<file path="config.mk">
export PLATFORM = sky130hd
export DESIGN_NAME = keypad_scanner
export DESIGN_NICKNAME = d
export VERILOG_FILES = /design/src/rtl/keypad_scanner.sv
export SDC_FILE = /design/constraint.sdc
export NUM_CORES = 1
export LEC_CHECK = 0
export CORE_ASPECT_RATIO = 1.2
export CORE_MARGIN = 2
export CORE_UTILIZATION = 45
export DETAILED_ROUTE_END_ITERATION = 12
export GPL_TIMING_DRIVEN = 0
export HOLD_SLACK_MARGIN = 0.15
export PLACE_DENSITY = 0.76
export SYNTH_ARGS = -nofsm -noshare
export SYNTH_HDL_FRONTEND = slang
export SYNTH_SLANG_ARGS = --single-unit
</file>
<file path="constraint.sdc">
create_clock -name clk -period 2.7 [get_ports clk]
set_input_delay 0.54 -clock clk [delete_from_list [all_inputs] [get_ports clk]]
set_output_delay 0.54 -clock clk [all_outputs]
set_load 0.05 [all_outputs]
</file>
<file path="src/rtl/keypad_scanner.sv">
// 4x4 matrix keypad scanner: row walk, 2-flop column synchroniser, press/release debounce.
// Optional auto-repeat while a key is held: compile with KEYPAD_REPEAT_EN defined.
module keypad_scanner #(
  parameter int SCAN_CYCLES     = 2,
  parameter int DEBOUNCE_CYCLES = 20,
  parameter int REPEAT_CYCLES   = 500
) (
  input  logic       clk,
  input  logic       rst,
  input  logic       enable,
  input  logic [3:0] col_n,
  output logic [3:0] row_n,
  output logic       key_valid,
  output logic [3:0] key_code
);

  if (SCAN_CYCLES < 1 || DEBOUNCE_CYCLES < 1 || REPEAT_CYCLES < 1) begin : g_bad_params
    $error("keypad_scanner: SCAN_CYCLES, DEBOUNCE_CYCLES and REPEAT_CYCLES must be >= 1");
  end

  localparam int SCAN_W = (SCAN_CYCLES > 1) ? $clog2(SCAN_CYCLES) : 1;
  localparam int DEB_W  = (DEBOUNCE_CYCLES > 1) ? $clog2(DEBOUNCE_CYCLES) : 1;
  localparam logic [SCAN_W-1:0] SCAN_LAST = SCAN_W'(SCAN_CYCLES - 1);
  localparam logic [DEB_W-1:0]  DEB_LAST  = DEB_W'(DEBOUNCE_CYCLES - 1);

  typedef enum logic [1:0] {SCAN, DEBOUNCE, HELD} state_t;

  state_t            state, state_d;
  logic [1:0]        row_idx, row_idx_d;
  logic [SCAN_W-1:0] timer, timer_d;
  logic [DEB_W-1:0]  deb_cnt, deb_cnt_d;
  logic [DEB_W-1:0]  rel_cnt, rel_cnt_d;
  logic [3:0]        pat, pat_d;
  logic [3:0]        pend_code, pend_code_d;
  logic [3:0]        row_n_d, key_code_d;
  logic              key_valid_d;
  logic [3:0]        col_m, col_s;
  logic [3:0]        col_low;
  logic              col_single;
  logic [1:0]        col_idx;
  logic              advance;

`ifdef KEYPAD_REPEAT_EN
  localparam int REP_W = (REPEAT_CYCLES > 1) ? $clog2(REPEAT_CYCLES) : 1;
  localparam logic [REP_W-1:0] REP_LAST = REP_W'(REPEAT_CYCLES - 1);
  logic [REP_W-1:0] rep_cnt, rep_cnt_d;
`endif

  function automatic logic [3:0] row_drive(input logic [1:0] idx);
    return ~(4'b0001 << idx);
  endfunction

  // Keypad legend: * reads as E, # (enter) as F.
  function automatic logic [3:0] decode_key(input logic [1:0] row, input logic [1:0] col);
    case ({row, col})
      4'b00_00: return 4'h1;  4'b00_01: return 4'h2;  4'b00_10: return 4'h3;  4'b00_11: return 4'hA;
      4'b01_00: return 4'h4;  4'b01_01: return 4'h5;  4'b01_10: return 4'h6;  4'b01_11: return 4'hB;
      4'b10_00: return 4'h7;  4'b10_01: return 4'h8;  4'b10_10: return 4'h9;  4'b10_11: return 4'hC;
      4'b11_00: return 4'hE;  4'b11_01: return 4'h0;  4'b11_10: return 4'hF;  default:  return 4'hD;
    endcase
  endfunction

  // Columns are asynchronous to clk; nothing downstream looks at col_n directly.
  always_ff @(posedge clk or negedge rst) begin
    if (!rst) begin
      col_m <= 4'b1111;
      col_s <= 4'b1111;
    end else begin
      // NOTE: non-blocking so every flop samples the pre-edge value of its source.
      col_m <= col_n;
      col_s <= col_m;
    end
  end

  // Exactly one low column is a valid press; two or more is ghosting.
  assign col_low    = ~col_s;
  assign col_single = (col_low != 4'd0) && ((col_low & (col_low - 4'd1)) == 4'd0);

  always_comb begin
    case (col_s)
      4'b1110: col_idx = 2'd0;
      4'b1101: col_idx = 2'd1;
      4'b1011: col_idx = 2'd2;
      default: col_idx = 2'd3;
    endcase
  end

  always_comb begin
    // NOTE: every signal assigned here gets a default first, so no latch is inferred.
    state_d     = state;
    row_idx_d   = row_idx;
    timer_d     = timer;
    deb_cnt_d   = deb_cnt;
    rel_cnt_d   = rel_cnt;
    pat_d       = pat;
    pend_code_d = pend_code;
    row_n_d     = row_n;
    key_valid_d = key_valid;
    key_code_d  = key_code;
    advance     = 1'b0;
`ifdef KEYPAD_REPEAT_EN
    rep_cnt_d   = rep_cnt;
`endif

    if (!enable) begin
      state_d     = SCAN;
      row_idx_d   = 2'd0;
      timer_d     = '0;
      deb_cnt_d   = '0;
      rel_cnt_d   = '0;
      row_n_d     = 4'b1111;
      key_valid_d = 1'b0;
`ifdef KEYPAD_REPEAT_EN
      rep_cnt_d   = '0;
`endif
    end else begin
      case (state)
        SCAN: begin
          if (row_n == 4'b1111) begin
            // Leaving idle: drive row 0 first so its slot gets the full settling time.
            row_n_d = row_drive(row_idx);
          end else if (timer == SCAN_LAST) begin
            if (col_single) begin
              pat_d       = col_s;
              pend_code_d = decode_key(row_idx, col_idx);
              deb_cnt_d   = '0;
              state_d     = DEBOUNCE;
            end else begin
              advance = 1'b1;
            end
          end else begin
            timer_d = timer + SCAN_W'(1);
          end
        end
        DEBOUNCE: begin
          if (col_s != pat) begin
            advance = 1'b1;
          end else if (deb_cnt == DEB_LAST) begin
            state_d     = HELD;
            key_valid_d = 1'b1;
            key_code_d  = pend_code;
            rel_cnt_d   = '0;
`ifdef KEYPAD_REPEAT_EN
            rep_cnt_d   = '0;
`endif
          end else begin
            deb_cnt_d = deb_cnt + DEB_W'(1);
          end
        end
        HELD: begin
          if (col_s == 4'b1111) begin
`ifdef KEYPAD_REPEAT_EN
            rep_cnt_d = '0;
`endif
            if (rel_cnt == DEB_LAST) begin
              key_valid_d = 1'b0;
              advance     = 1'b1;
            end else begin
              rel_cnt_d   = rel_cnt + DEB_W'(1);
              key_valid_d = 1'b1;
            end
          end else begin
            // Any contact, including a second key, restarts the release count.
            rel_cnt_d = '0;
`ifdef KEYPAD_REPEAT_EN
            if (rep_cnt == REP_LAST) begin
              key_valid_d = 1'b0;
              rep_cnt_d   = '0;
            end else begin
              key_valid_d = 1'b1;
              rep_cnt_d   = rep_cnt + REP_W'(1);
            end
`else
            key_valid_d = 1'b1;
`endif
          end
        end
        default: state_d = SCAN;
      endcase

      if (advance) begin
        state_d   = SCAN;
        row_idx_d = row_idx + 2'd1;
        row_n_d   = row_drive(row_idx + 2'd1);
        timer_d   = '0;
        deb_cnt_d = '0;
        rel_cnt_d = '0;
      end
    end
  end

  always_ff @(posedge clk or negedge rst) begin
    if (!rst) begin
      state     <= SCAN;
      row_idx   <= 2'd0;
      timer     <= '0;
      deb_cnt   <= '0;
      rel_cnt   <= '0;
      pat       <= 4'b1111;
      pend_code <= 4'h0;
      row_n     <= 4'b1110;
      key_valid <= 1'b0;
      key_code  <= 4'h0;
`ifdef KEYPAD_REPEAT_EN
      rep_cnt   <= '0;
`endif
    end else begin
      state     <= state_d;
      row_idx   <= row_idx_d;
      timer     <= timer_d;
      deb_cnt   <= deb_cnt_d;
      rel_cnt   <= rel_cnt_d;
      pat       <= pat_d;
      pend_code <= pend_code_d;
      row_n     <= row_n_d;
      key_valid <= key_valid_d;
      key_code  <= key_code_d;
`ifdef KEYPAD_REPEAT_EN
      rep_cnt   <= rep_cnt_d;
`endif
    end
  end

endmodule

</file>
### Word-level counts from Yosys, hierarchy flattened

Memories as Yosys holds them, arrays and structs flattened. A register that Yosys moved wholly into a read port is not among the register bits.
Index checks and enable logic that the tools add are counted.

* input port bits: 7
* word-level logic and storage cells: 114
* memories: 1
* output and inout bits: 9
* bits in read-only memories: 64
* bits in registers: 36

* add/subtract/negate cells: 5
* multiplexer cells: 49
* bitwise operators: 6
* shift-type cells: 2
* reductions and logical operators: 13
* eq/ne operators: 27

Memory list
* (name not given): depth 16, width 4, rd ports 1, clocked after memory_dff 1, wr ports 0, line 55 `case ({row, col})`

Operator list (number)
* two-way mux 5 bit: 13
* inequality test 4 bit, second input constant: 6
* equality test 4 bit, second input constant: 5
* one-hot mux 5 bit (2 select lines): 2
* two-way mux 2 bit: 9
* two-way mux 1 bit: 17
* two-way mux 4 bit: 4
* inverter 4 bit: 3
* one-hot mux 2 bit (3 select lines): 2
* AND reduction 6 bit: 2
* adder 5 x 1 -> 5 bit, second input constant: 2
* equality test 5 bit, second input constant: 2
* inequality test 3 x 1 -> 1 bit, second input constant: 3
* inequality test 3 bit, second input constant: 3
* inequality test 4 x 1 -> 1 bit, second input constant: 2
* AND reduction 4 bit: 2
* left shift 1 x 2 -> 4 bit, first input constant: 2
* inequality test 5 bit, second input constant: 1
* AND reduction 5 bit: 1
* bitwise AND 4 bit: 1
* zero test 4 bit: 1
* inequality test 4 bit: 1
* AND reduction 2 bit: 2
* nonzero test 4 bit: 1
* 14 further kinds: 15

### Depth between registers and ports, before layout

* word-level depth: 12
* gate-level depth with buffers: 9
* depth with buffers taken out: 8

### Worst setup path after synthesis

Ideal clock, no wire load.

* path kind: register to register
* start: register row_n[1]
* end: register deb_cnt[2]
* period minus slack after synthesis: 2.035 ns
* buffers on the path: 0
* stages on the path, launching flop included: 7
* arrival: 1.898 ns
* library setup time: 0.137 ns
* required time: 2.563 ns
* setup slack: 0.665 ns
* path through: dfstp_2 -> nand4_1 -> nor2_1 -> o31a_1 -> a32oi_4 -> a41oi_1 -> a311oi_2

* word-level cells in the longest chain between the ends: 6
* elaborated cells on any way between the ends: 13
* classes of those cells: eq/ne (7); mux (5); reduce/logical (1)

Ends and longest elaborated chain
* start, declared: line 12 `output logic [3:0] row_n,`
* start signal, assigned: line 215 `row_n <= row_n_d;`
* equality test 4 bit *: line 119 `if (row_n == 4'b1111) begin`
* two-way mux 1 bit: line 119
* one-hot mux 1 bit (3 select lines): line 117 `case (state)`
* two-way mux 1 bit: line 105 `if (!enable) begin`
* inequality test 4 x 1 -> 1 bit (no source line) (tied with other cells)
* AND reduction 6 bit (no source line) or two-way mux 5 bit (tied branches)
* end signal, assigned: line 211 `deb_cnt <= deb_cnt_d;`
* end, declared: line 31 `logic [DEB_W-1:0] deb_cnt, deb_cnt_d;`

Mark *: on every way between the ends. The rest lies on a longest branch, timed or not. The select of a mux whose other input is x is not followed.
A chain may end at the register's enable or synchronous reset.

### Worst setup path after layout

* start: register state[0]
* end: register rel_cnt[3]

* word-level cells in the longest chain between the ends: 5
* elaborated cells on any way between the ends: 13
* classes of those cells: eq/ne (6); mux (5); reduce/logical (2)

Ends and longest elaborated chain
* start, declared: line 28 `state_t state, state_d;`
* start signal, assigned: line 208 `state <= state_d;`
* equality test 2 bit (tied with other cells): line 117
* one-hot mux 1 bit (3 select lines): line 117
* two-way mux 1 bit: line 105
* inequality test 5 bit (no source line) (tied with other cells)
* AND reduction 4 bit (no source line) or two-way mux 5 bit (tied branches)
* end signal, assigned: line 212 `rel_cnt <= rel_cnt_d;`
* end, declared: line 32 `logic [DEB_W-1:0] rel_cnt, rel_cnt_d;`

Parallel ways exist; a longest one is shown, timed or not. The select of a mux whose other input is x is not followed.

==> run summary <==
Worst Reg-to-Reg Cells: 8
Reg area: 1020 um2
min cycle time layout: 2.318 ns
dominant cell type by area after synthesis: dfrtp_1
final wirelength: 4215 um
Max Clock Skew: 0.006775 ns
met3 Usage GRT: 0.03641
Critical Path RT: 2.93 ns
crit path max fanout: 10
Seq cells post-synth: 40
antenna violations before repair: 0
std cell rows: 28
outcome: complete, no violations
Max Fclk: 431.3 MHz
Final Hold Violating Endpoints: 0
overall power: 2.529 mW
RePlAce Congestion: 0.8033
Avg WL per Cell: 13.73 um
Tot GR Track Use: 0.1611
Via density: 5.456
CTS tree: done
DIE AREA: 5824 um2
largest net degree at the start of global routing: 41
gr busiest metal: met2
clk root buf: clkbuf_8
Post CTS Setup Buffer Count: 0
max-slew violation count: 0
DR vias: 1675
final setup margin: 0.3816 ns
Core Region: 4975 um2
most common cell in the netlist: dfrtp_1
min-delay worst type: in -> async
Die Width: 70 um
post-synthesis sequential area ratio: 0.4335
Ant. Diodes: 0
DR iter-0 viols: 100
Worst-path clk slew: 0.08 ns
global-route wire length before repair: 7707 um
CTS Hold Bufs: 0
RSZ-0062 raised after global routing: false
post-route design area: 2688 um2
I/O Pins: 16
Buffers on Ports: 15
dpl cell area: 2572 um2
initial core utilization: 0.4728
Worst setup EP type: flip-flop
WP data arrival: 2.55 ns
ys async rst share: 1.000
max_cap viols: 0
Setup Crit Path Kind: reg -> reg
Synth top area share: 0.2660
H-tree Lvls: 2
post-route insts no fill: 307
top cells by area, synth: dfrtp_1 27%, dfstp_2 17%, ha_1 8.5%
DRC errors left: 0
Setup Viol. Count Final: 0
final period utilization: 0.8587
gr ovfl total: 0
multi-input logic area: 1222 um2
DRT antenna net count: 0
clk buf depth: 2
global-route track usage on met1: 0.2020
dpl hpwl: 3016 um
clk sink count: 40
Avg Cell Area, Syn: 10.50 um2
worst slew pin tran: 0.8852 ns
hold slack: 0.3585 ns
post-synthesis cell type count: 53
CTS Buf Count: 5
drt first pass iters: 4
Syn Inst Count: 224
EDFF count, synth: 0
Main synth FF type: dfrtp_1
Syn Nets: 247
CTS-repair resized insts: 0
most frequent cells after synthesis: 25 x dfrtp_1, 20 x nor2_1, 18 x nand2_1
count of yosys warnings during synthesis: 0
CP startpoint kind: flip-flop
final core occ: 0.5402
met2 usage in global routing: 0.2753
Synth Cell Area: 2352 um2
pwr dens: 941.1 nW/um2
LEAKAGE: 1.132 nW
pre-CTS setup slack: 0.3975 ns
vias in the first global route: 1656
max_slew headroom: 0.4099
chip height: 83.20 um
Inst Count DP: 299
Clk Latency, worst-skew pair: 0.30 ns
final net count: 269
share of cells above drive strength 1: 0.2227
area grow syn2layout: 14.26%
Fin Setup TNS: 0 ns
VDD IR max: 0.0004024 V
fill cell count: 438
placed cells by master, fill, tap and decap left out, drive strengths merged, types with 4 or more instances in the layout:
| cell type | n |
|---|---|
| a21oi | 15 |
| buf | 9 |
| clkbuf | 7 |
| clkdlybuf4s50 | 14 |
| dfrtp | 25 |
| dfstp | 15 |
| ha | 16 |
| inv | 14 |
| mux2 | 8 |
| mux2i | 5 |
| nand2 | 19 |
| nand3 | 13 |
| nand4 | 4 |
| nor2 | 20 |
| o211ai | 7 |
| o21ai | 12 |
| or3 | 4 |
| xnor2 | 7 |
state kept, by name, indices dropped and copies added, names as in the netlist:
| name | count |
|---|---|
| deb_cnt | 5 |
| timer | 1 |
| row_n | 4 |
| pend_code | 4 |
| col_s | 4 |
| key_valid | 1 |
| key_code | 4 |
| row_idx | 2 |
| rel_cnt | 5 |
| state | 2 |
| col_m | 4 |
| pat | 4 |
per-layer routing:
layer  vias to the layer above  wire length (um)  part of all wire
met1                       803              1958              0.46
met5                         -                 0                 0
met4                         0                67             0.016
met3                         7               132             0.031
met2                        26              2056              0.49
li1                        839                 -                 -
report_power, final:
part | internal [mW] | leakage (nW) | total [mW] | switching, mW
Clock | 0.278 | 0.0548 | 0.511 | 0.233
Combinational | 0.453 | 0.584 | 1.16 | 0.705
Sequential | 0.758 | 0.492 | 0.860 | 0.102
Total | 1.49 | 1.13 | 2.53 | 1.04
logic make-up after synthesis:
kind of cell / count (synthesis) / share of synthesized area
simple gates: 76 / 0.1734
xor+xnor: 7 / 0.04840
mux: 13 / 0.05958
fa+ha+maj: 16 / 0.08511
buf+inv: 23 / 0.04681
compound gates: 49 / 0.1532
flops: 40 / 0.4335
worst max-delay path: stages (launching register included):
cell and delay [ns]:
dfrtp_1 0.43, inv_1 0.11, ha_1 0.25, and3_1 0.17
nand4_1 0.23, a21bo_2 0.29, o21ai_2 0.39, nand2_2 0.22
a21oi_1 0.17
layout make-up:
cell class	count	share of cell area
flip-flops and latches	40	0.3794
well taps	60	0.02793
clock inverters	3	0.01723
multi-input cells	161	0.4548
clock buffers	5	0.02561
inverters	13	0.01816
repair buffers	15	0.05400
plain buffers	10	0.02281
path summary, 6_finish.rpt:
check / startpoint / endpoint / slack (ns)
max in group asynchronous: rst / timer$_DFFE_PN0P_ / 1.79
min in group clk: col_m[1]$_DFF_PN1_ / col_s[1]$_DFF_PN1_ / 0.36
setup reg to reg: state[0]$_DFFE_PN0P_ / rel_cnt[3]$_DFFE_PN0P_ / 0.38
hold / removal: rst / state[0]$_DFFE_PN0P_ / 0.36
hold reg to reg: col_m[1]$_DFF_PN1_ / col_s[1]$_DFF_PN1_ / 0.36
setup / recovery: state[0]$_DFFE_PN0P_ / rel_cnt[3]$_DFFE_PN0P_ / 0.38
(Power assumes the default switching activity.)
